### src/rtl/axi_ddc_cfg_pkg.sv
// -----------------------------------------------------------------------------
// axi_ddc_cfg_pkg
// Shared definitions for the DDC configuration AXI4-Lite initiator:
//   - state_t       : transaction sequencer states
//   - RESP_*        : AXI4-Lite BRESP/RRESP encodings
//   - DDC_REG_*     : byte offsets of the DDC core's register map
//   - resp_is_err() : any response other than OKAY is reported as an error
// -----------------------------------------------------------------------------
package axi_ddc_cfg_pkg;

    typedef enum logic [2:0] {
        ST_IDLE  = 3'd0,
        ST_WR    = 3'd1,   // AW and W channels in flight
        ST_WR_B  = 3'd2,   // waiting for the write response
        ST_RD_AR = 3'd3,   // AR channel in flight
        ST_RD_R  = 3'd4,   // waiting for read data
        ST_RSP   = 3'd5    // one-cycle completion strobe
    } state_t;

    localparam logic [1:0] RESP_OKAY   = 2'b00;
    localparam logic [1:0] RESP_EXOKAY = 2'b01;
    localparam logic [1:0] RESP_SLVERR = 2'b10;
    localparam logic [1:0] RESP_DECERR = 2'b11;

    localparam logic [4:0] DDC_REG_00 = 5'h00;
    localparam logic [4:0] DDC_REG_04 = 5'h04;
    localparam logic [4:0] DDC_REG_08 = 5'h08;
    localparam logic [4:0] DDC_REG_0C = 5'h0C;
    localparam logic [4:0] DDC_REG_10 = 5'h10;
    localparam logic [4:0] DDC_REG_14 = 5'h14;
    localparam logic [4:0] DDC_REG_18 = 5'h18;
    localparam logic [4:0] DDC_REG_1C = 5'h1C;

    function automatic logic resp_is_err(input logic [1:0] resp);
        return resp != RESP_OKAY;
    endfunction

endpackage

### src/rtl/axi_ddc_cfg_master.sv
// -----------------------------------------------------------------------------
// axi_ddc_cfg_master
// AXI4-Lite initiator that turns single-word commands into one AXI read or
// write on the DDC core's register port and reports the outcome.
//
// Ports:
//   m00_axi_aclk / m00_axi_aresetn : clock, asynchronous active-low reset
//   cmd_*   : command request (valid/ready, write flag, byte address, data)
//   rsp_*   : one-cycle completion strobe with read data, response, error
//   m00_axi_* : AXI4-Lite master channels AW, W, B, AR, R (all registered)
//
// Build option:
//   AXI_DDC_CFG_VERIFY_EN - every write is followed by a read-back of the same
//   address; the response carries the read-back data and flags an error on a
//   non-OKAY response or a data mismatch.
// -----------------------------------------------------------------------------
module axi_ddc_cfg_master
    import axi_ddc_cfg_pkg::*;
#(
    parameter int C_M00_AXI_DATA_WIDTH = 32,
    parameter int C_M00_AXI_ADDR_WIDTH = 5
) (
    input  logic                                m00_axi_aclk,
    input  logic                                m00_axi_aresetn,

    input  logic                                cmd_valid,
    output logic                                cmd_ready,
    input  logic                                cmd_write,
    input  logic [C_M00_AXI_ADDR_WIDTH-1:0]     cmd_addr,
    input  logic [C_M00_AXI_DATA_WIDTH-1:0]     cmd_wdata,

    output logic                                rsp_valid,
    output logic [C_M00_AXI_DATA_WIDTH-1:0]     rsp_rdata,
    output logic [1:0]                          rsp_resp,
    output logic                                rsp_err,

    output logic [C_M00_AXI_ADDR_WIDTH-1:0]     m00_axi_awaddr,
    output logic [2:0]                          m00_axi_awprot,
    output logic                                m00_axi_awvalid,
    input  logic                                m00_axi_awready,
    output logic [C_M00_AXI_DATA_WIDTH-1:0]     m00_axi_wdata,
    output logic [C_M00_AXI_DATA_WIDTH/8-1:0]   m00_axi_wstrb,
    output logic                                m00_axi_wvalid,
    input  logic                                m00_axi_wready,
    input  logic [1:0]                          m00_axi_bresp,
    input  logic                                m00_axi_bvalid,
    output logic                                m00_axi_bready,
    output logic [C_M00_AXI_ADDR_WIDTH-1:0]     m00_axi_araddr,
    output logic [2:0]                          m00_axi_arprot,
    output logic                                m00_axi_arvalid,
    input  logic                                m00_axi_arready,
    input  logic [C_M00_AXI_DATA_WIDTH-1:0]     m00_axi_rdata,
    input  logic [1:0]                          m00_axi_rresp,
    input  logic                                m00_axi_rvalid,
    output logic                                m00_axi_rready
);

    localparam int DW = C_M00_AXI_DATA_WIDTH;
    localparam int AW = C_M00_AXI_ADDR_WIDTH;

    // Registers are word-wide, so the two byte-lane address bits are cleared.
    localparam logic [AW-1:0] ALIGN_MASK = {{(AW-2){1'b1}}, 2'b00};

    state_t state, next_state;

    logic          awvalid_q, wvalid_q, bready_q, arvalid_q, rready_q, rsp_valid_q;
    logic          awvalid_nxt, wvalid_nxt, bready_nxt, arvalid_nxt, rready_nxt, rsp_valid_nxt;
    logic          accept;
    logic          aw_hs, w_hs, b_hs, ar_hs, r_hs;
    logic          wr_chans_done;

    logic [AW-1:0] addr_q;
    logic [DW-1:0] wdata_q;
    logic [DW-1:0] rdata_q;
    logic [1:0]    resp_q;
    logic          err_q;
`ifdef AXI_DDC_CFG_VERIFY_EN
    logic          is_write_q;
`endif

    assign aw_hs = awvalid_q & m00_axi_awready;
    assign w_hs  = wvalid_q  & m00_axi_wready;
    assign b_hs  = bready_q  & m00_axi_bvalid;
    assign ar_hs = arvalid_q & m00_axi_arready;
    assign r_hs  = rready_q  & m00_axi_rvalid;

    // AW and W complete independently; the write phase ends once neither is
    // still pending after this cycle.
    assign wr_chans_done = (~awvalid_q | m00_axi_awready) & (~wvalid_q | m00_axi_wready);

    // -------------------------------------------------------------------------
    // State register
    // -------------------------------------------------------------------------
    // NOTE: sequential state uses non-blocking assignments so every register
    // samples the pre-edge values, independent of process ordering.
    always_ff @(posedge m00_axi_aclk or negedge m00_axi_aresetn) begin
        if (!m00_axi_aresetn) begin
            state <= ST_IDLE;
        end else begin
            state <= next_state;
        end
    end

    // -------------------------------------------------------------------------
    // Next-state logic
    // -------------------------------------------------------------------------
    // NOTE: next_state is defaulted before the case so no path leaves it
    // unassigned, which would otherwise infer a latch.
    always_comb begin
        next_state = state;
        case (state)
            ST_IDLE:  if (cmd_valid) next_state = cmd_write ? ST_WR : ST_RD_AR;
            ST_WR:    if (wr_chans_done) next_state = ST_WR_B;
`ifdef AXI_DDC_CFG_VERIFY_EN
            ST_WR_B:  if (b_hs) next_state = ST_RD_AR;
`else
            ST_WR_B:  if (b_hs) next_state = ST_RSP;
`endif
            ST_RD_AR: if (ar_hs) next_state = ST_RD_R;
            ST_RD_R:  if (r_hs) next_state = ST_RSP;
            ST_RSP:   next_state = ST_IDLE;
            default:  next_state = ST_IDLE;
        endcase
    end

    // -------------------------------------------------------------------------
    // Output logic: command handshake and next values of the registered
    // AXI controls. A valid is raised on entry to its phase and cleared only
    // by its own handshake, so it never depends on ready.
    // -------------------------------------------------------------------------
    always_comb begin
        cmd_ready     = (state == ST_IDLE);
        accept        = cmd_ready & cmd_valid;
        awvalid_nxt   = (accept & cmd_write) | (awvalid_q & ~m00_axi_awready);
        wvalid_nxt    = (accept & cmd_write) | (wvalid_q  & ~m00_axi_wready);
        bready_nxt    = ((state == ST_WR) & wr_chans_done) | (bready_q & ~m00_axi_bvalid);
        arvalid_nxt   = ((state != ST_RD_AR) & (next_state == ST_RD_AR))
                      | (arvalid_q & ~m00_axi_arready);
        rready_nxt    = ar_hs | (rready_q & ~m00_axi_rvalid);
        rsp_valid_nxt = (next_state == ST_RSP);
    end

    always_ff @(posedge m00_axi_aclk or negedge m00_axi_aresetn) begin
        if (!m00_axi_aresetn) begin
            awvalid_q   <= 1'b0;
            wvalid_q    <= 1'b0;
            bready_q    <= 1'b0;
            arvalid_q   <= 1'b0;
            rready_q    <= 1'b0;
            rsp_valid_q <= 1'b0;
        end else begin
            awvalid_q   <= awvalid_nxt;
            wvalid_q    <= wvalid_nxt;
            bready_q    <= bready_nxt;
            arvalid_q   <= arvalid_nxt;
            rready_q    <= rready_nxt;
            rsp_valid_q <= rsp_valid_nxt;
        end
    end

    // -------------------------------------------------------------------------
    // Command latch and response capture
    // -------------------------------------------------------------------------
    // NOTE: the data registers are reset as well, so the AXI address/data
    // buses and the response fields read as zero straight out of reset.
    always_ff @(posedge m00_axi_aclk or negedge m00_axi_aresetn) begin
        if (!m00_axi_aresetn) begin
            addr_q     <= '0;
            wdata_q    <= '0;
            rdata_q    <= '0;
            resp_q     <= RESP_OKAY;
            err_q      <= 1'b0;
`ifdef AXI_DDC_CFG_VERIFY_EN
            is_write_q <= 1'b0;
`endif
        end else begin
            if (accept) begin
                addr_q     <= cmd_addr & ALIGN_MASK;
                wdata_q    <= cmd_wdata;
                rdata_q    <= '0;
                resp_q     <= RESP_OKAY;
                err_q      <= 1'b0;
`ifdef AXI_DDC_CFG_VERIFY_EN
                is_write_q <= cmd_write;
`endif
            end
            if (b_hs) begin
                resp_q <= m00_axi_bresp;
                err_q  <= resp_is_err(m00_axi_bresp);
            end
            if (r_hs) begin
                rdata_q <= m00_axi_rdata;
                // A failing write response takes precedence over the read-back one.
                if (!resp_is_err(resp_q)) begin
                    resp_q <= m00_axi_rresp;
                end
`ifdef AXI_DDC_CFG_VERIFY_EN
                err_q <= err_q | resp_is_err(m00_axi_rresp)
                       | (is_write_q & (m00_axi_rdata != wdata_q));
`else
                err_q <= err_q | resp_is_err(m00_axi_rresp);
`endif
            end
        end
    end

    assign m00_axi_awaddr  = addr_q;
    assign m00_axi_awprot  = 3'b000;
    assign m00_axi_awvalid = awvalid_q;
    assign m00_axi_wdata   = wdata_q;
    assign m00_axi_wstrb   = '1;
    assign m00_axi_wvalid  = wvalid_q;
    assign m00_axi_bready  = bready_q;
    assign m00_axi_araddr  = addr_q;
    assign m00_axi_arprot  = 3'b000;
    assign m00_axi_arvalid = arvalid_q;
    assign m00_axi_rready  = rready_q;

    assign rsp_valid = rsp_valid_q;
    assign rsp_rdata = rdata_q;
    assign rsp_resp  = resp_q;
    assign rsp_err   = err_q;

endmodule

### config.mk
export PLATFORM = sky130hd
export DESIGN_NAME = axi_ddc_cfg_master
export DESIGN_NICKNAME = d
export VERILOG_FILES = /design/src/rtl/axi_ddc_cfg_pkg.sv /design/src/rtl/axi_ddc_cfg_master.sv
export SDC_FILE = /design/constraint.sdc
export NUM_CORES = 1
export LEC_CHECK = 0
export BUFFER_PORTS_ARGS = -buffer_cell sky130_fd_sc_hd__buf_2
export CELL_PAD_IN_SITES_DETAIL_PLACEMENT = 0
export CELL_PAD_IN_SITES_GLOBAL_PLACEMENT = 1
export CORE_MARGIN = 2
export CORE_UTILIZATION = 32
export CTS_CLUSTER_SIZE = 28
export DETAILED_ROUTE_END_ITERATION = 16
export PLACE_DENSITY_LB_ADDON = 0.08
export SLEW_MARGIN = 15
export SYNTH_ARGS = -nofsm -noshare
export SYNTH_HDL_FRONTEND = slang
export SYNTH_SLANG_ARGS = --single-unit
### constraint.sdc
create_clock -name m00_axi_aclk -period 2.2 [get_ports m00_axi_aclk]
set_clock_uncertainty 0.1 [all_clocks]
set_input_delay 0.11 -clock m00_axi_aclk [delete_from_list [all_inputs] [get_ports m00_axi_aclk]]
set_output_delay 0.11 -clock m00_axi_aclk [all_outputs]
set_load 0.02 [all_outputs]
### Word level (Yosys, flattened, before mapping)

Index checks and enable logic that the tools add are counted.

| operators by class | value |
|---|---|
| add/sub/neg operators | 0 |
| multiply operators | 0 |
| div/mod/pow operators | 0 |
| $lt $le $gt $ge | 0 |
| equal/unequal tests | 7 |
| shifts and indexed selects | 0 |
| muxes and demuxes | 16 |
| bitwise operators | 28 |
| reduce and logical (&&, ||, !) cells | 6 |

Operator list:

| kind | number |
|---|---|
| $mux W32 | 2 |
| $mux W3 | 5 |
| $pmux W3 S5 | 1 |
| $and A1 B1 Y1 | 13 |
| $mux W2 | 5 |
| $eq A3 B2 Y1 const B | 3 |
| $or A1 B1 Y1 | 8 |
| $reduce_bool A2 Y1 | 4 |
| $not A1 Y1 | 7 |
| $eq A3 B3 Y1 const B | 2 |
| $eq A3 B1 Y1 const B | 1 |
| $logic_not A3 Y1 | 1 |
| $mux W1 | 3 |
| $ne A3 B2 Y1 const B | 1 |
| $reduce_bool A3 Y1 | 1 |

| word-level totals | value |
|---|---|
| register bits after elaboration | 79 |
| latch bits | 0 |
| RAM bits | 0 |
| bits in read-only memories | 0 |
| output and inout bits | 94 |
| word-level logic and storage cells | 69 |
| memories | 0 |

### Longest topological paths before layout

| logic depth | value |
|---|---|
| word-level depth | 8 |
| depth in mapped cells | 7 |
| depth with buffers taken out | 3 |

### Least setup slack after synthesis

OpenSTA, ideal clock, no wires.

| timing path | value |
|---|---|
| path kind | reg-to-reg |
| start point | register state[2] |
| end point | register addr_q[2] (netlist: m00_axi_araddr[2]) |
| setup time | 117 ps |
| data arrival time | 1,440 ps |
| setup slack | 544 ps |
| cell stages (with the launch flop) | 8 |
| path buffers | 4 |
| cells stage by stage | dfrtp_1 -> buf_4 -> or4b_1 -> buf_2 -> buf_6 -> buf_6 -> nand2_1 -> nand2_1 |

| on the way | value |
|---|---|
| cells in the longest elaborated chain, start to end | 2 |

Ends and longest elaborated chain:

| what | RTL line | text |
|---|---|---|
| start, declared | axi_ddc_cfg_master.sv:64 | `state_t state, next_state;` |
| start signal, assigned | axi_ddc_cfg_master.sv:100 | `state <= next_state;` |
| $logic_not A3 Y1 | axi_ddc_cfg_master.sv:132 | `cmd_ready = (state == ST_IDLE);` |
| $and A1 B1 Y1 | axi_ddc_cfg_master.sv:133 | `accept = cmd_ready & cmd_valid;` |
| end signal, assigned | axi_ddc_cfg_master.sv:178 | `addr_q <= cmd_addr & ALIGN_MASK;` |
| end, declared | axi_ddc_cfg_master.sv:72 | `logic [AW-1:0] addr_q;` |

Every way passes these cells.
A chain may end at the register's enable or synchronous reset.

### Final worst setup path

| timing path | value |
|---|---|
| start point | register state[1] |
| end point | register arvalid_q (netlist: m00_axi_arvalid) |

| on the way | value |
|---|---|
| cells in the longest elaborated chain, start to end | 5 |

Ends and longest elaborated chain:

| what | RTL line | text |
|---|---|---|
| $eq A3 B3 Y1 (tied with other cells) | axi_ddc_cfg_master.sv:111 | `case (state)` |
| $pmux W3 S5 | axi_ddc_cfg_master.sv:111 |  |
| $eq A3 B2 Y1 | axi_ddc_cfg_master.sv:137 | `arvalid_nxt = ((state != ST_RD_AR) & (next_state == ST_RD_AR))` |
| $and A1 B1 Y1 (*) | axi_ddc_cfg_master.sv:137 |  |
| $or A1 B1 Y1 (*) | axi_ddc_cfg_master.sv:138 | `\| (arvalid_q & ~m00_axi_arready);` |
| net arvalid_nxt | axi_ddc_cfg_master.sv:67 | `logic awvalid_nxt, wvalid_nxt, bready_nxt, arvalid_nxt, rready_nxt, rsp_valid_nxt;` |
| end signal, assigned | axi_ddc_cfg_master.sv:155 | `arvalid_q <= arvalid_nxt;` |
| end, declared | axi_ddc_cfg_master.sv:66 | `logic awvalid_q, wvalid_q, bready_q, arvalid_q, rready_q, rsp_valid_q;` |

The timed path passes the listed nets; every way through them passes the cells marked *.

==> results.md <==
- Outcome: finished, final reports clean
- Total power draw: 6466 µW
- Seq/Total Area, Yosys: 0.6003
- Synthesized area: 0.003293 mm²
- Synth Register Bits: 79
- GR met3 Demand/Resource: 0.03711
- Setup ws final: 267.5 ps
- Min-Delay Path Class: input port to flip-flop
- # diodes: 0
- Vias per Instance: 4.381
- Clk slew on worst S/H paths: 80 ps
- Crit-path max FO: 7
- CTS H-tree lvls: 3
- Final WL: 9442 µm
- Top post-synthesis cells by area: dfrtp_1 60%, nand2_1 20%, nand3_1 5.3%
- FMAX: 517.5 MHz
- Ratio of cells with drive above 1 in the final layout: 0.3064
- Synth cell types: 30
- DR iter-0 viols: 107
- Final setup fails: 0
- Bufs on Longest Clock Path: 2
- Largest net degree at the start of global routing: 45
- Pleak: 0.002923 µW
- Via count: 3255
- Worst-Skew Late Latency: 340 ps
- Worst r2r dst: m00_axi_arvalid
- Die Height: 105.4 µm
- Final Critical Period: 1933 ps
- Drt wl/cell: 12.71 µm
- Final nets: 685
- Worst r2r path cells: 6
- Row count: 37
- Worst setup EP type: flip-flop
- DRC: 0
- Post-route setup TNS: 0 ps
- Drt pass-1 iters: 4
- Die area: 0.01112 mm²
- Final Non-Filler Cells: 743
- Setup crit end: m00_axi_arvalid
- Critical setup path kind: flip-flop to flip-flop
- Critical Path Start Type: flip-flop
- GR Util met1: 0.2292
- Post-Place Cell Area: 0.004161 mm²
- Tightest Pin Transition: 563.8 ps
- Vias in the first global route: 3263
- Register Area: 0.001977 mm²
- Unrepaired setup endpoints after global routing: no
- Dpl ws: 303.1 ps
- Filler instances: 1001
- Initial antenna violation count: 0
- Crit-path cells: buf_4 -> nor4b_2 -> buf_6 -> nand2b_1 -> o21ai_0 -> dlygate4sd3_1
- Pwr per Cell Area: 1245 mW/mm²
- CP required: 2380 ps
- Final instance area: 0.005192 mm²
- Worst flop-to-flop path startpoint: state[1]
- Synth area leader: dfrtp_1
- Gr busiest metal: met2
- Slew HR: 0.6241
- CTS sink cnt: 79
- CTS Buf Count: 9
- First-pass GRT wire length: 15860 µm
- Routed Antenna Nets: 0
- Hpwl dp: 6152 µm
- Initial core utilization: 0.3248
- Yosys warning total: 0
- Yosys top cell area share: 0.6003
- Port bufs: 159
- Worst Setup SP: state[1]
- Inst Count DP: 646
- Final Slew Violations: 0
- Max cap viols: 0
- Multi-input gate area: 0.001125 mm²
- Die width: 105.4 µm
- R2R Setup Slk: 270 ps
- M2 GR Usage: 0.2986
- CP arrival: 2110 ps
- Final Wtd Congestion: 0.7144
- Io pins: 176
- CP max stage delay: 580 ps
- Area Overhead vs Synth: 57.67%
- GRT Overall Usage: 0.1779
- CTS tree: yes
- Grt total ovfl: 0
- Worst VDD drop: 532.3 µV
- Tcrit/Tclk final: 0.8784
- Critical path's slowest cell: dlygate4sd3_1
- Post-Synthesis Cells: 367
- Final hold vios: 0
- Mean Syn Cell Area: 8.973 µm²
- Floorplan core area: 0.01014 mm²
- Root buffer selected by CTS: clkbuf_8
## layout make-up
cell class	count	share of cell area
clock inverter	4	0.01349
timing repair buffer	250	0.3270
clock buffer	11	0.02723
tap	136	0.03277
multi-input combinational	260	0.2166
inverter	3	0.002169
sequential	79	0.3807
## cells in the mapped netlist, drive strengths merged
library cell,n
o21a,1
nor2,2
clkbuf,9
nand4b,1
conb,2
a21boi,1
and4,1
a21oi,1
a31oi,2
o211ai,2
or3,1
a32o,1
dfrtp,79
nor3,1
nor3b,2
nand4bb,1
and2,2
nand2,179
o21ai,4
or4b,1
nand2b,3
buf,28
nand4,1
nor4b,1
nand3,35
mux2i,1
inv,3
nor4,2
## stage by stage
step / hold slack (ps) / utilization
finish: 132.8 / 0.5122
global route: 138.5 / 0.5122
CTS: 120.2 / 0.5103
floorplan: -285.6 / -
global placement: 44.60 / 0.4105
detailed placement: 49.08 / 0.4105
## kinds of logic after synthesis
family	share of synthesized area
buffers and inverters	0.07371
AND/OR/NAND/NOR	0.2971
multiplexers	0.003040
AO/OA/AOI/OAI	0.02355
flip-flops	0.6003
other	0.002280
## layer usage
metal	up-vias	wire length (µm)
li1	1600	-
met1	1544	4166
met2	102	4625
met3	9	557
met4	0	93
met5	-	0
## worst max-delay path: cells and delay by family (launching register included)
family / cells / cell delay [ps]
AOI/OAI and AO/OA: 1 / 90
buffers and inverters: 3 / 900
DFF: 1 / 370
and+or+nand+nor: 2 / 420
## cells in the final DEF (no fill, tap or decap), types with 3 or more instances in the layout
cell / netlist / layout
buf_2: 8 / 158
buf_4: 18 / 10
clkbuf_8: 0 / 10
conb_1: 2 / 14
dfrtp_1: 79 / 79
dlygate4sd3_1: 0 / 80
inv_1: 3 / 3
nand2_1: 179 / 179
nand2b_1: 3 / 3
nand3_1: 35 / 35
o21ai_0: 4 / 4
## power by group
part	internal (µW)	switching (µW)	leakage (µW)
Clock	662	524	0.000109
Combinational	1020	1850	0.00179
Sequential	2060	346	0.00102
Total	3750	2720	0.00292
## repair_timing
item,in CTS,in global routing
setup buffers,0,2
setup endpoints to repair,0,1
gates resized for setup,0,1
hold buffers,80,0
endpoints found under the hold margin,114,0
## worst min-delay path by stage
stage                        endpoint             from  cells after the start
floorplan           m00_axi_araddr[2]  m00_axi_aresetn                      0
global placement    m00_axi_araddr[2]  m00_axi_aresetn                      1
detailed placement  m00_axi_araddr[2]  m00_axi_aresetn                      1
CTS                    m00_axi_bready  m00_axi_awready                      4
global route           m00_axi_bready  m00_axi_awready                      4
finish                 m00_axi_bready  m00_axi_awready                      4
## registers in the layout, summed over array words and instances (netlist names), 2 cells and up
| name | flops |
|---|---|
| m00_axi_araddr | 3 |
| rsp_rdata | 32 |
| rsp_resp | 2 |
| m00_axi_wdata | 32 |
| state | 3 |
Note: power is estimated with default switching activity, not from simulation.
